==> src/rtl/timer_intr_ctrl.sv <==
// Machine timer (mtime/mtimecmp) and timer-interrupt request source.
// Feeds mip.MTIP and an interrupt request to the pipeline; the pipeline
// acknowledges the trap with intr_ack and signals handler exit with mret.
module timer_intr_ctrl #(
  parameter int unsigned PRESCALE = 1
) (
  input  logic        clk,
  input  logic        reset,
  input  logic        bus_wr,
  input  logic [3:0]  bus_addr,
  input  logic [31:0] bus_wdata,
  output logic [31:0] bus_rdata,
  input  logic        mstatus_mie,
  input  logic        mie_mtie,
  input  logic        intr_ack,
  input  logic        mret,
  output logic        mtip,
  output logic        intr_req
);

  localparam int unsigned PW = (PRESCALE > 1) ? $clog2(PRESCALE) : 1;
  localparam logic [PW-1:0] PRESC_LAST = PW'(PRESCALE - 1);

  typedef enum logic [1:0] {
    MTIME_LO = 2'd0,
    MTIME_HI = 2'd1,
    CMP_LO   = 2'd2,
    CMP_HI   = 2'd3
  } reg_sel_t;

  typedef enum logic [1:0] {
    IDLE,
    PEND,
    REQ,
    SVC
  } state_t;

  logic [63:0]   mtime;
  logic [63:0]   mtimecmp;
  logic [PW-1:0] presc;
  logic          presc_wrap;
  reg_sel_t      sel;
  logic          en;
  state_t        state;
  state_t        state_next;

  // Every access is a full word; the two low address bits carry no meaning.
  assign sel        = reg_sel_t'(bus_addr[3:2]);
  assign presc_wrap = (presc == PRESC_LAST);
  assign en         = mstatus_mie & mie_mtie;

  // Combinational read-back of the addressed register.
  always_comb begin
    bus_rdata = '0;
    unique case (sel)
      MTIME_LO: bus_rdata = mtime[31:0];
      MTIME_HI: bus_rdata = mtime[63:32];
      CMP_LO:   bus_rdata = mtimecmp[31:0];
      CMP_HI:   bus_rdata = mtimecmp[63:32];
    endcase
  end

  // Prescaler and mtime; a software write to mtime replaces this cycle's
  // increment and restarts the prescaler.
  always_ff @(posedge clk) begin
    if (reset) begin
      mtime <= '0;
      presc <= '0;
    end else if (bus_wr && sel == MTIME_LO) begin
      mtime[31:0] <= bus_wdata;
      presc       <= '0;
    end else if (bus_wr && sel == MTIME_HI) begin
      mtime[63:32] <= bus_wdata;
      presc        <= '0;
    end else if (presc_wrap) begin
      mtime <= mtime + 64'd1;
      presc <= '0;
    end else begin
      presc <= presc + PW'(1);
    end
  end

  // mtimecmp write port.
  always_ff @(posedge clk) begin
    if (reset) begin
      mtimecmp <= '1;
    end else if (bus_wr && sel == CMP_LO) begin
      mtimecmp[31:0] <= bus_wdata;
    end else if (bus_wr && sel == CMP_HI) begin
      mtimecmp[63:32] <= bus_wdata;
    end
  end

  // Pending flag from the current (pre-write) register values.
  always_ff @(posedge clk) begin
    if (reset) begin
      mtip <= 1'b0;
    end else begin
      mtip <= (mtime >= mtimecmp);
    end
  end

  // Request FSM state register.
  always_ff @(posedge clk) begin
    if (reset) begin
      state <= IDLE;
    end else begin
      state <= state_next;
    end
  end

  // Request FSM next state; ack wins in REQ, only mret leaves SVC.
  always_comb begin
    state_next = state;
    unique case (state)
      IDLE: begin
        if (mtip && en)       state_next = REQ;
        else if (mtip && !en) state_next = PEND;
      end
      PEND: begin
        if (!mtip)   state_next = IDLE;
        else if (en) state_next = REQ;
      end
      REQ: begin
        if (intr_ack)   state_next = SVC;
        else if (!mtip) state_next = IDLE;
        else if (!en)   state_next = PEND;
      end
      SVC: begin
        if (mret) state_next = mtip ? PEND : IDLE;
      end
    endcase
  end

  assign intr_req = (state == REQ);

endmodule

==> config.mk <==
export PLATFORM = sky130hd
export DESIGN_NAME = timer_intr_ctrl
export DESIGN_NICKNAME = d
export VERILOG_FILES = /design/src/rtl/timer_intr_ctrl.sv
export SDC_FILE = /design/constraint.sdc
export NUM_CORES = 1
export LEC_CHECK = 0
export ABC_AREA = 0
export CORE_ASPECT_RATIO = 1.1
export CORE_MARGIN = 2
export CORE_UTILIZATION = 55
export DETAILED_ROUTE_END_ITERATION = 8
export PLACE_DENSITY = 0.77
export SYNTH_ARGS = -nofsm -noshare
export SYNTH_HDL_FRONTEND = slang
export SYNTH_SLANG_ARGS = --single-unit
==> constraint.sdc <==
create_clock -name clk -period 5.1 [get_ports clk]
set_input_delay 1.53 -clock clk [delete_from_list [all_inputs] [get_ports clk]]
set_output_delay 1.53 -clock clk [all_outputs]
set_load 0.03 [all_outputs]
; Word-level counts from Yosys, hierarchy flattened
; Index checks and enable logic that the tools add are counted.
[totals]
reg_bits = 132
latchBits = 0
ram_bits = 0
romBits = 0
inputBits = 43
memories = 0
[op_classes]
n_addsub = 2
multipliers = 0
div_mod_pow = 0
order_cmp = 1
eq_ne = 13
n_shift = 0
mux = 15
bitwise = 4
n_reduce_logical = 14
[ops]
columns = op, n
row1 = $pmux W32 S4, 1
row2 = $mux W32, 3
row3 = $add A64 B1 Y64 const B, 1
row4 = $ge A64 B64 Y1, 1
row5 = $mux W64, 1
row6 = $mux W2, 8
row7 = $eq A2 B2 Y1 const B, 4
row8 = $pmux W2 S4, 1
row9 = $logic_and A1 B1 Y1, 6
row10 = $ne A3 B3 Y1 const B, 2
row11 = $reduce_and A2 Y1, 3
row12 = $eq A2 B1 Y1 const B, 2
row13 = $logic_not A2 Y1, 2
row14 = $ne A2 B1 Y1 const B, 2
row15 = $ne A2 B2 Y1 const B, 2
row16 = $ne A4 B4 Y1 const B, 1
row17 = $reduce_and A4 Y1, 1
row18 = $reduce_or A4 Y1, 1
row19 = $not A1 Y1, 3
row20 = $add A1 B1 Y1 const B, 1
row21 = $and A1 B1 Y1, 1
row22 = $logic_not A1 Y1, 1
row23 = $mux W1, 1

; Depth between registers and ports, before layout
; Gate-level depths: netlist of the first run.
[depth]
ltp_word = 6
ltp_mapped = 10

; Worst setup path before layout of the first run
; Ideal clock, no wire load.
[synth_path]
path_kind = input to output
from = input bus_addr[2]
to = output bus_rdata[26]
arrival_ns = 3.176
required_ns = 3.570
setup_slack_ns = 0.394
path_stages = 3
path_buffers = 2
path_cell_list = buf_1 buf_1 mux4_1
[synth_between]
elab_chain_len = 2
elab_cells_between_ends = 5
classes_between = eq/ne: 3 / mux: 1 / reduce/logical: 1
[synth_lines]
columns = element, line
row1 = "start, declared", 10  ; input logic [3:0] bus_addr,
row2 = "$eq A2 B2 Y1, or another cell as far along", 55  ; unique case (sel)
row3 = $pmux W32 S4 (*), 55
row4 = "end, declared", 12  ; output logic [31:0] bus_rdata,
; Mark *: on every way between the ends. The rest lies on a longest branch, timed or not.

; Worst setup path after layout of the first run
[layout_path]
from = input bus_addr[3]
to = output bus_rdata[22]
; Same word-level chain as after synthesis.

==> results of run 1 <==
## critical path, cell delays in order
cell and delay, ns:
buf_2 0.10, buf_12 0.26, mux4_2 0.55, clkdlybuf4s50_1 0.61
## per-stage QoR
stage               total power, mW  std cells
floorplan                      1.43       1072
global placement               1.59       1293
detailed placement             1.61       1293
CTS                            2.77       1323
global route                   2.85       1323
finish                         2.76       1323
## metal layers
metal	GRT usage, %	up-vias
met5	0	-
met4	17.0	0
met3	5.39	86
met2	51.8	442
met1	40.1	4248
li1	-	4110
## cells by family (layout without fill, tap and decap cells)
group / Yosys count / after routing / share of synthesized area (%)
other: 1 / 1 / 0.0428
AOI/OAI and AO/OA: 314 / 314 / 23.8
buffers and inverters: 145 / 196 / 6.35
muxes: 36 / 36 / 8.73
DFF: 132 / 132 / 30.1
and+or+nand+nor: 379 / 379 / 21.7
adders and majority gates: 65 / 65 / 9.28
## cell type report
class,instances,area (sq um),share of cell area [%]
inverters,73,274,2.69
repair buffers,93,906,8.88
flip-flops and latches,132,2640,25.9
clock inverters,6,80.1,0.785
multi-input cells,795,5590,54.8
well taps,200,250,2.45
clock buffers,24,462,4.53
## cell usage in the layout, fill, tap and decap left out, types with 16 or more instances in the layout
| cell | Yosys | routed |
|---|---|---|
| nand2_1 | 147 | 147 |
| dfxtp_1 | 132 | 132 |
| o211ai_1 | 77 | 77 |
| inv_1 | 73 | 72 |
| clkdlybuf4s50_1 | 0 | 71 |
| ha_1 | 65 | 65 |
| a21oi_1 | 63 | 62 |
| nor2_1 | 57 | 56 |
| o21ai_0 | 49 | 49 |
| nand3_1 | 41 | 41 |
| mux4_2 | 31 | 31 |
| nand4_1 | 29 | 29 |
| a31oi_1 | 26 | 26 |
| a22oi_1 | 24 | 24 |
| a211oi_1 | 17 | 17 |
| clkbuf_16 | 0 | 17 |
| buf_4 | 0 | 16 |
## worst max-delay path by stage
stage | endpoint | slack (ns) | startpoint | cells past startpoint
final | bus_rdata[22] | 0.50 | bus_addr[3] | 4
after global routing | bus_rdata[18] | 0.44 | bus_addr[3] | 4
after CTS | bus_rdata[22] | 0.49 | bus_addr[3] | 4
after detailed placement | bus_rdata[26] | 0.49 | bus_addr[2] | 4
after global placement | bus_rdata[16] | 0.49 | bus_addr[3] | 4
after floorplan | bus_rdata[26] | 0.39 | bus_addr[2] | 3
## where the power goes
part	leakage [nW]	total, mW	switching, mW	internal, mW
clock	0.268	1.17	0.447	0.722
sequential	1.08	1.14	0.0593	1.08
combinational	2.83	0.452	0.257	0.195
## flip-flops by register name, summed over array words and instances (netlist names)
register and flops:
mtime 64, mtimecmp 64, state 2, mtip 1, presc 1
## Yosys cell counts (3+ instances only)
master    number
a211oi_1      17
a21o_1        15
a21oi_1       63
a221oi_1       4
a22oi_1       24
a311oi_1       4
a31oi_1       26
and2_1         5
and3_1        15
and4_1        11
buf_1         14
buf_2          3
clkbuf_1      53
dfxtp_1      132
ha_1          65
inv_1         73
mux2i_1        3
mux4_2        31
nand2_1      147
nand2b_1       4
nand3_1       41
nand4_1       29
nor2_1        57
nor2b_1        4
nor3_1        13
nor3b_1        3
nor4_1         9
nor4_2         3
o211ai_1      77
o21a_1         3
o21ai_0       49
o22ai_1        3
o31ai_1       10
or2_2          3
or3_1          9
or4_1         15
==> out/results.ini, run 1 <==
[timing]
setup_tns_ns = 0
post-route-period-util_pct = 90.2
final_max_slew_viol_count = 0
finalSetupViolations = 0
worstMarginPinSlew_ns = 1.07
holdWs_ns = 0.519
slew_headroom_pct = 28.4
min_period_ns = 4.60
rsz0062_at_grt = no
fin_ws_ns = 0.500
clock_skew_ns = 0.00771
hold_viol = 0
fmax_mhz = 217

[placement]
place_area_sq_mm = 0.00966
gp_congestion = 0.969
detailed_place_hpwl_um = 18800
placement.io_buffers = 74
place_ws_ns = 0.492

[drt]
avgRoutedWirePerCell_um = 20.3
wirelength_um = 26900
dr.pass1.iters = 5
drcViolationCount = 0
wl_met2_um = 12500
drt-vias-per-instance = 6.72
drt-met1-wl_um = 11100
top_layer_used = met4
ant_nets = 0
wl_met3_um = 2100
drtIter0Drc = 845
num_vias = 8886

[floorplan]
rows = 48
die_area_sq_mm = 0.0170
start_util_pct = 55.9
ios = 77
die_height_um = 136
fp.coreArea_sq_mm = 0.0157
die_w_um = 124

[cts]
root_buffer = clkbuf_16
cts_tree = built
clock_latency_ns = 0.43
path_clk_slew_ns = 0.05
post_cts_resized = 0
cts_buffers = 17
cts.sinks = 132
cts_htree_levels = 4
cts_setup_buffers = 0
postCtsHoldBufs = 0
clockBufferDepth = 2

[critical_path]
rr_startpoint = mtime[0]
critPathMaxFanout = 37
ff2ff_path_depth = 7
crit_path_start_kind = input pin
worstPathRequired_ns = 3.57
r2r_slack_ns = 1.49
r2r_end = mtime[60]
cp.arrival_ns = 3.07
end_kind = output pin
path_class = input pin to output pin

[global_route]
grt_max_degree = 64
antenna_found_initial = 0
grt_pass1_vias = 8389
grt_first_pass_wirelength_um = 42900
grt_use_total_pct = 31.6
overflow = 0

[cells_and_area]
layout-drive-gt1-share_pct = 8.90
antenna_cells = 0
design_area_sq_mm = 0.0102
final_util_pct = 65.1
syn_to_final_growth_pct = 16.3
fillers = 1330
final_nets = 1220

[hold_path]
worstHoldStart = mtimecmp[30]
min_to = mtimecmp[30]
hp-class = flip-flop to flip-flop
hold_depth = 2

[yosys]
syn_inst = 1072
ys_ff_latch = 132
synth_ff_type = dfxtp_1
syn-num-nets = 1180
synth-edff-count = 0
ys_types = 66
syn-cell-area_sq_mm = 0.00877
async_flop_share_pct = 0
ys.warnings.count = 0
netlist_top_cells_area = dfxtp_1, ha_1, mux4_2, o211ai_1, nand2_1
ys_seq_area_share_pct = 30.1
avgSynthCellArea_sq_um = 8.18
synth_top_cell_area_share_pct = 30.1
synth_largest_area_cell = dfxtp_1

[pwr]
power_leakage_nw = 4.18
pwr_density_cell_mw_per_mm2 = 271
peakVddDrop_mv = 0.236

[outcome]
status = complete, no violations

[flow_run]
cap_violations = 0

No activity file was read; power rests on OpenSTA's default activity.
==> run 2: changes to the inputs <==
- CTS_BUF_LIST: default -> sky130_fd_sc_hd__clkbuf_2 sky130_fd_sc_hd__clkbuf_4 sky130_fd_sc_hd__clkbuf_8
- GPL_ROUTABILITY_DRIVEN: default -> 1
- HOLD_SLACK_MARGIN: default -> 0.05
==> out/results.ini, run 2 (synthesis gave the netlist of run 1 again) <==
[placement]
placed_cells = 1293  ; unchanged
placement.io_buffers = 74  ; unchanged
gp_congestion = 0.969  ; unchanged
place_ws_ns = 0.492  ; unchanged
detailed_place_hpwl_um = 18800  ; unchanged
place_area_sq_mm = 0.00966  ; unchanged

[timing]
finalSetupViolations = 0  ; unchanged
clock_skew_ns = 0.0112  ; +0.00346 ns
rsz0062_at_grt = no
worstMarginPinSlew_ns = 1.08  ; +0.00440 ns
setup_tns_ns = 0  ; unchanged
min_period_ns = 4.60  ; +0.00403 ns
fmax_mhz = 217  ; about the same
hold_viol = 0  ; unchanged
fin_ws_ns = 0.496  ; -0.00403 ns
final_max_slew_viol_count = 0  ; unchanged
holdWs_ns = 0.523  ; +0.00334 ns
slew_headroom_pct = 28.2  ; -0.29 points
post-route-period-util_pct = 90.3  ; about the same

[drt]
dr.pass1.iters = 6  ; +1
drcViolationCount = 0  ; unchanged
drt-vias-per-instance = 6.70  ; -0.21%
avgRoutedWirePerCell_um = 20.3  ; -0.32%
drtIter0Drc = 970  ; +15%
wirelength_um = 26800  ; -0.32%
ant_nets = 0  ; unchanged
num_vias = 8867  ; -0.21%

[cts]
clockBufferDepth = 2  ; unchanged
cts_tree = built
clock_latency_ns = 0.46  ; +0.03 ns
cts_htree_levels = 4  ; unchanged
postCtsHoldBufs = 0  ; unchanged
root_buffer = clkbuf_8
cts_buffers = 17  ; unchanged
post_cts_resized = 0  ; unchanged
path_clk_slew_ns = 0.07  ; +0.02 ns
cts_setup_buffers = 0  ; unchanged
cts.sinks = 132  ; unchanged

[global_route]
grt_use_total_pct = 31.2  ; -0.37 points
grt_first_pass_wirelength_um = 42500  ; -1.1%
antenna_found_initial = 0  ; unchanged
grt_pass1_vias = 8221  ; -2.0%
grt_max_degree = 64  ; unchanged
overflow = 0  ; unchanged

[critical_path]
worstPathRequired_ns = 3.57  ; about the same
r2r_slack_ns = 1.48  ; about the same
crit_path_start_kind = input pin
r2r_end = mtime[60]
ff2ff_path_depth = 7  ; unchanged
critPathMaxFanout = 28  ; -24%
cp.arrival_ns = 3.07  ; about the same
crit_start = bus_addr[2]
rr_startpoint = mtime[0]
end_kind = output pin
path_class = input pin to output pin

[pwr]
peakVddDrop_mv = 0.150  ; -36%
power_leakage_nw = 4.11  ; -1.6%
pwr_density_cell_mw_per_mm2 = 246  ; -9.1%

[cells_and_area]
reg_top3 = mtime (64), mtimecmp (64), state (2)
final_nets = 1220  ; unchanged
antenna_cells = 0  ; unchanged
layout_commonest_cell = nand2_1
final_cells = 1323  ; unchanged
design_area_sq_mm = 0.0100  ; -1.7%
syn_to_final_growth_pct = 14.4
fillers = 1359  ; +2.2%
final_cell_mix = nand2_1, dfxtp_1, o211ai_1
layout-drive-gt1-share_pct = 9.44  ; +0.53 points

[outcome]
status = complete, no violations

[floorplan]
fp.coreArea_sq_mm = 0.0157  ; unchanged
die_height_um = 136  ; unchanged
start_util_pct = 55.9  ; unchanged
rows = 48  ; unchanged
ios = 77  ; unchanged
die_w_um = 124  ; unchanged
die_area_sq_mm = 0.0170  ; unchanged

[hold_path]
min_to = mtimecmp[5]
hold_depth = 2  ; unchanged
hp-class = flip-flop to flip-flop
worstHoldStart = mtimecmp[5]

[flow_run]
cap_violations = 0  ; unchanged

[run 2: cell count changes in the layout (fill, tap and decap cells not counted)]
cell,previous run,this run
clkbuf_8,1,18
clkbuf_16,17,0
clkbuf_4,0,6
clkbuf_1,6,0
[run 2: worst max-delay path, cell delays in order]
cell and delay (ns):
buf_2 0.11, buf_12 0.22, mux4_1 0.58, clkdlybuf4s50_1 0.61
[run 2: through the flow]
step                      total power [mW]  util, %
after floorplan                       1.43        -
after global placement                1.59     61.6
after detailed placement              1.61     61.6
after CTS                             2.47     64.0
after global routing                  2.55     64.0
final                                 2.47     64.0
[run 2: power by group]
part           leakage [nW]  total [mW]  internal (mW)  switching, mW
Combinational          2.83       0.451          0.195          0.256
Sequential             1.08        1.14           1.08         0.0593
Clock                 0.201       0.881          0.471          0.410
Total                  4.11        2.47           1.75          0.725
[run 2: per-layer routing]
metal	track usage (%)	wire length (um)
met4	15.9	1060
met5	0	0
met2	51.4	12400
met1	40.5	11300
met3	4.25	2040
[run 2: how the worst max path moves through the flow]
stage	cells past startpoint	endpoint
after floorplan	3	bus_rdata[26]
after global placement	4	bus_rdata[16]
after detailed placement	4	bus_rdata[26]
after CTS	4	bus_rdata[22]
after global routing	4	bus_rdata[18]
final	4	bus_rdata[26]
[run 2: layout make-up]
type                       count  area, sq um  area share, %
clock buffer                  24          293           2.92
clock inverter                 6         80.1          0.798
inverter                      73          274           2.73
multi-input combinational    795         5590           55.7
sequential                   132         2640           26.3
tap                          200          250           2.49
timing repair buffer          93          906           9.03
==> run 3: changes to the inputs <==
- CORE_UTILIZATION: 55 -> 61
- PLACE_DENSITY: 0.77 -> 0.84
==> out/results.ini, run 3 (synthesis gave the netlist of run 1 again) <==
[outcome]
status = complete, no violations

[placement]
placed_cells = 1281  ; -0.93%
gp_congestion = 0.953  ; -1.7%
placement.io_buffers = 74  ; unchanged
detailed_place_hpwl_um = 18500  ; -1.7%

[global_route]
grt_max_degree = 74  ; +16%
grt_use_total_pct = 35.3  ; +4.1 points
antenna_found_initial = 0  ; unchanged
grt_first_pass_wirelength_um = 42900  ; +1.0%
overflow = 0  ; unchanged
grt_pass1_vias = 8455  ; +2.8%

[cts]
clockBufferDepth = 2  ; unchanged
cts_setup_buffers = 0  ; unchanged
cts.sinks = 132  ; unchanged
cts_htree_levels = 4  ; unchanged
cts_tree = built
postCtsHoldBufs = 0  ; unchanged
post_cts_resized = 0  ; unchanged
path_clk_slew_ns = 0.07  ; about the same
clock_latency_ns = 0.47  ; about the same
root_buffer = clkbuf_8
cts_buffers = 17  ; unchanged

[pwr]
switching_power_mw = 0.745  ; +2.7%
p_sw_share_pct = 29.3  ; -0.039 points
pwr-share-clk_pct = 37.4  ; +1.8 points
peakVddDrop_mv = 0.156  ; +3.8%
power_leakage_nw = 4.13  ; +0.38%
pwr_density_cell_mw_per_mm2 = 252  ; +2.4%
power_frac_seq_pct = 44.8  ; -1.3 points
total_power_mw = 2.54  ; +2.8%
p_int_mw = 1.80  ; +2.9%
comb_power_share_pct = 17.8  ; -0.5 points

[timing]
worstMarginPinSlew_ns = 1.20  ; +0.119 ns
fmax_mhz = 208  ; -4.4%
final_max_slew_viol_count = 0  ; unchanged
slew_headroom_pct = 20.2  ; -7.9 points
hold_viol = 0  ; unchanged
setup_tns_ns = 0  ; unchanged
post-route-period-util_pct = 94.4  ; +4.2 points
min_period_ns = 4.82  ; +0.212 ns
holdWs_ns = 0.512  ; -0.0109 ns
finalSetupViolations = 0  ; unchanged
rsz0062_at_grt = no
clock_skew_ns = 0.0108  ; -0.000334 ns

[cells_and_area]
final_util_pct = 72.4  ; +8.4 points
final_cells = 1313  ; -0.76%
antenna_cells = 0  ; unchanged
final_nets = 1220  ; unchanged
final_cell_mix = nand2_1, dfxtp_1, o211ai_1
reg_top3 = mtime (64), mtimecmp (64), state (2)
syn_to_final_growth_pct = 14.9
layout-drive-gt1-share_pct = 9.60  ; +0.16 points
layout_commonest_cell = nand2_1
fillers = 1099  ; -19%

[critical_path]
worstPathRequired_ns = 3.57  ; about the same
critPathMaxFanout = 14  ; -50%
rr_startpoint = mtime[0]
ff2ff_path_depth = 7  ; unchanged
end_kind = output pin
r2r_end = mtime[60]
r2r_slack_ns = 1.49  ; about the same
cp.arrival_ns = 3.29  ; +0.22 ns
path_class = input pin to output pin
crit_path_start_kind = input pin

[floorplan]
ios = 77  ; unchanged
start_util_pct = 63.0  ; +7.1 points
die_w_um = 118  ; -4.9%
die_height_um = 130  ; -4.9%
rows = 45  ; -6.3%
die_area_sq_mm = 0.0153  ; -9.5%
fp.coreArea_sq_mm = 0.0139  ; -11%

[hold_path]
hold_depth = 2  ; unchanged
hp-class = flip-flop to flip-flop
worstHoldStart = mtimecmp[3]
min_to = mtimecmp[3]

[drt]
dr.pass1.iters = 5  ; -1
wirelength_um = 26400  ; -1.4%
num_vias = 8923  ; +0.63%
avgRoutedWirePerCell_um = 20.1  ; -0.64%
drt-vias-per-instance = 6.80  ; +1.4%
drcViolationCount = 0  ; unchanged
ant_nets = 0  ; unchanged
drtIter0Drc = 1087  ; +12%

[flow_run]
cap_violations = 0  ; unchanged

-- run 3: area by class of cell --
type	count	area, sq um	area share [%]
clock buffers	22	284	2.82
clock inverters	10	130	1.29
inverters	73	274	2.72
multi-input cells	795	5590	55.5
flip-flops and latches	132	2640	26.2
well taps	188	235	2.34
repair buffers	93	918	9.12
-- run 3: critical path, stage by stage --
cell and delay (ns):
buf_2 0.37, buf_12 0.22, mux4_2 0.52, clkdlybuf4s50_1 0.63
-- run 3: worst max-delay path by stage --
| stage | from | end | slack, ns | cells after the start |
|---|---|---|---|---|
| floorplan | bus_addr[2] | bus_rdata[26] | 0.39 | 3 |
| global placement | bus_addr[2] | bus_rdata[25] | 0.30 | 4 |
| detailed placement | bus_addr[2] | bus_rdata[31] | 0.28 | 4 |
| CTS | bus_addr[2] | bus_rdata[31] | 0.27 | 4 |
| global route | bus_addr[2] | bus_rdata[31] | 0.22 | 4 |
| finish | bus_addr[2] | bus_rdata[31] | 0.28 | 4 |
-- run 3: metrics by stage --
stage               cell area [sq um]  worst slack (ns)
finish                          10100             0.284
global placement                 9660             0.299
detailed placement               9660             0.278
CTS                             10100             0.267
global route                    10100             0.216
floorplan                        8770             0.394
-- run 3: metal layers --
layer	global-route usage [%]	share of wire [%]	vias up
met5	0	0	-
met4	20.6	4.9	0
met3	6.03	9.6	105
met2	57.4	46	524
met1	44.8	39	4178
li1	-	-	4116
-- run 3: power groups by stage --
stage	Clock [mW]	Combinational (mW)	Sequential (mW)
6_report	0.950	0.452	1.14
5_1_grt	0.998	0.488	1.14
4_1_cts	0.948	0.449	1.14
3_5_place_dp	0	0.446	1.16
3_3_place_gp	0	0.435	1.16
2_1_floorplan	0	0.287	1.14
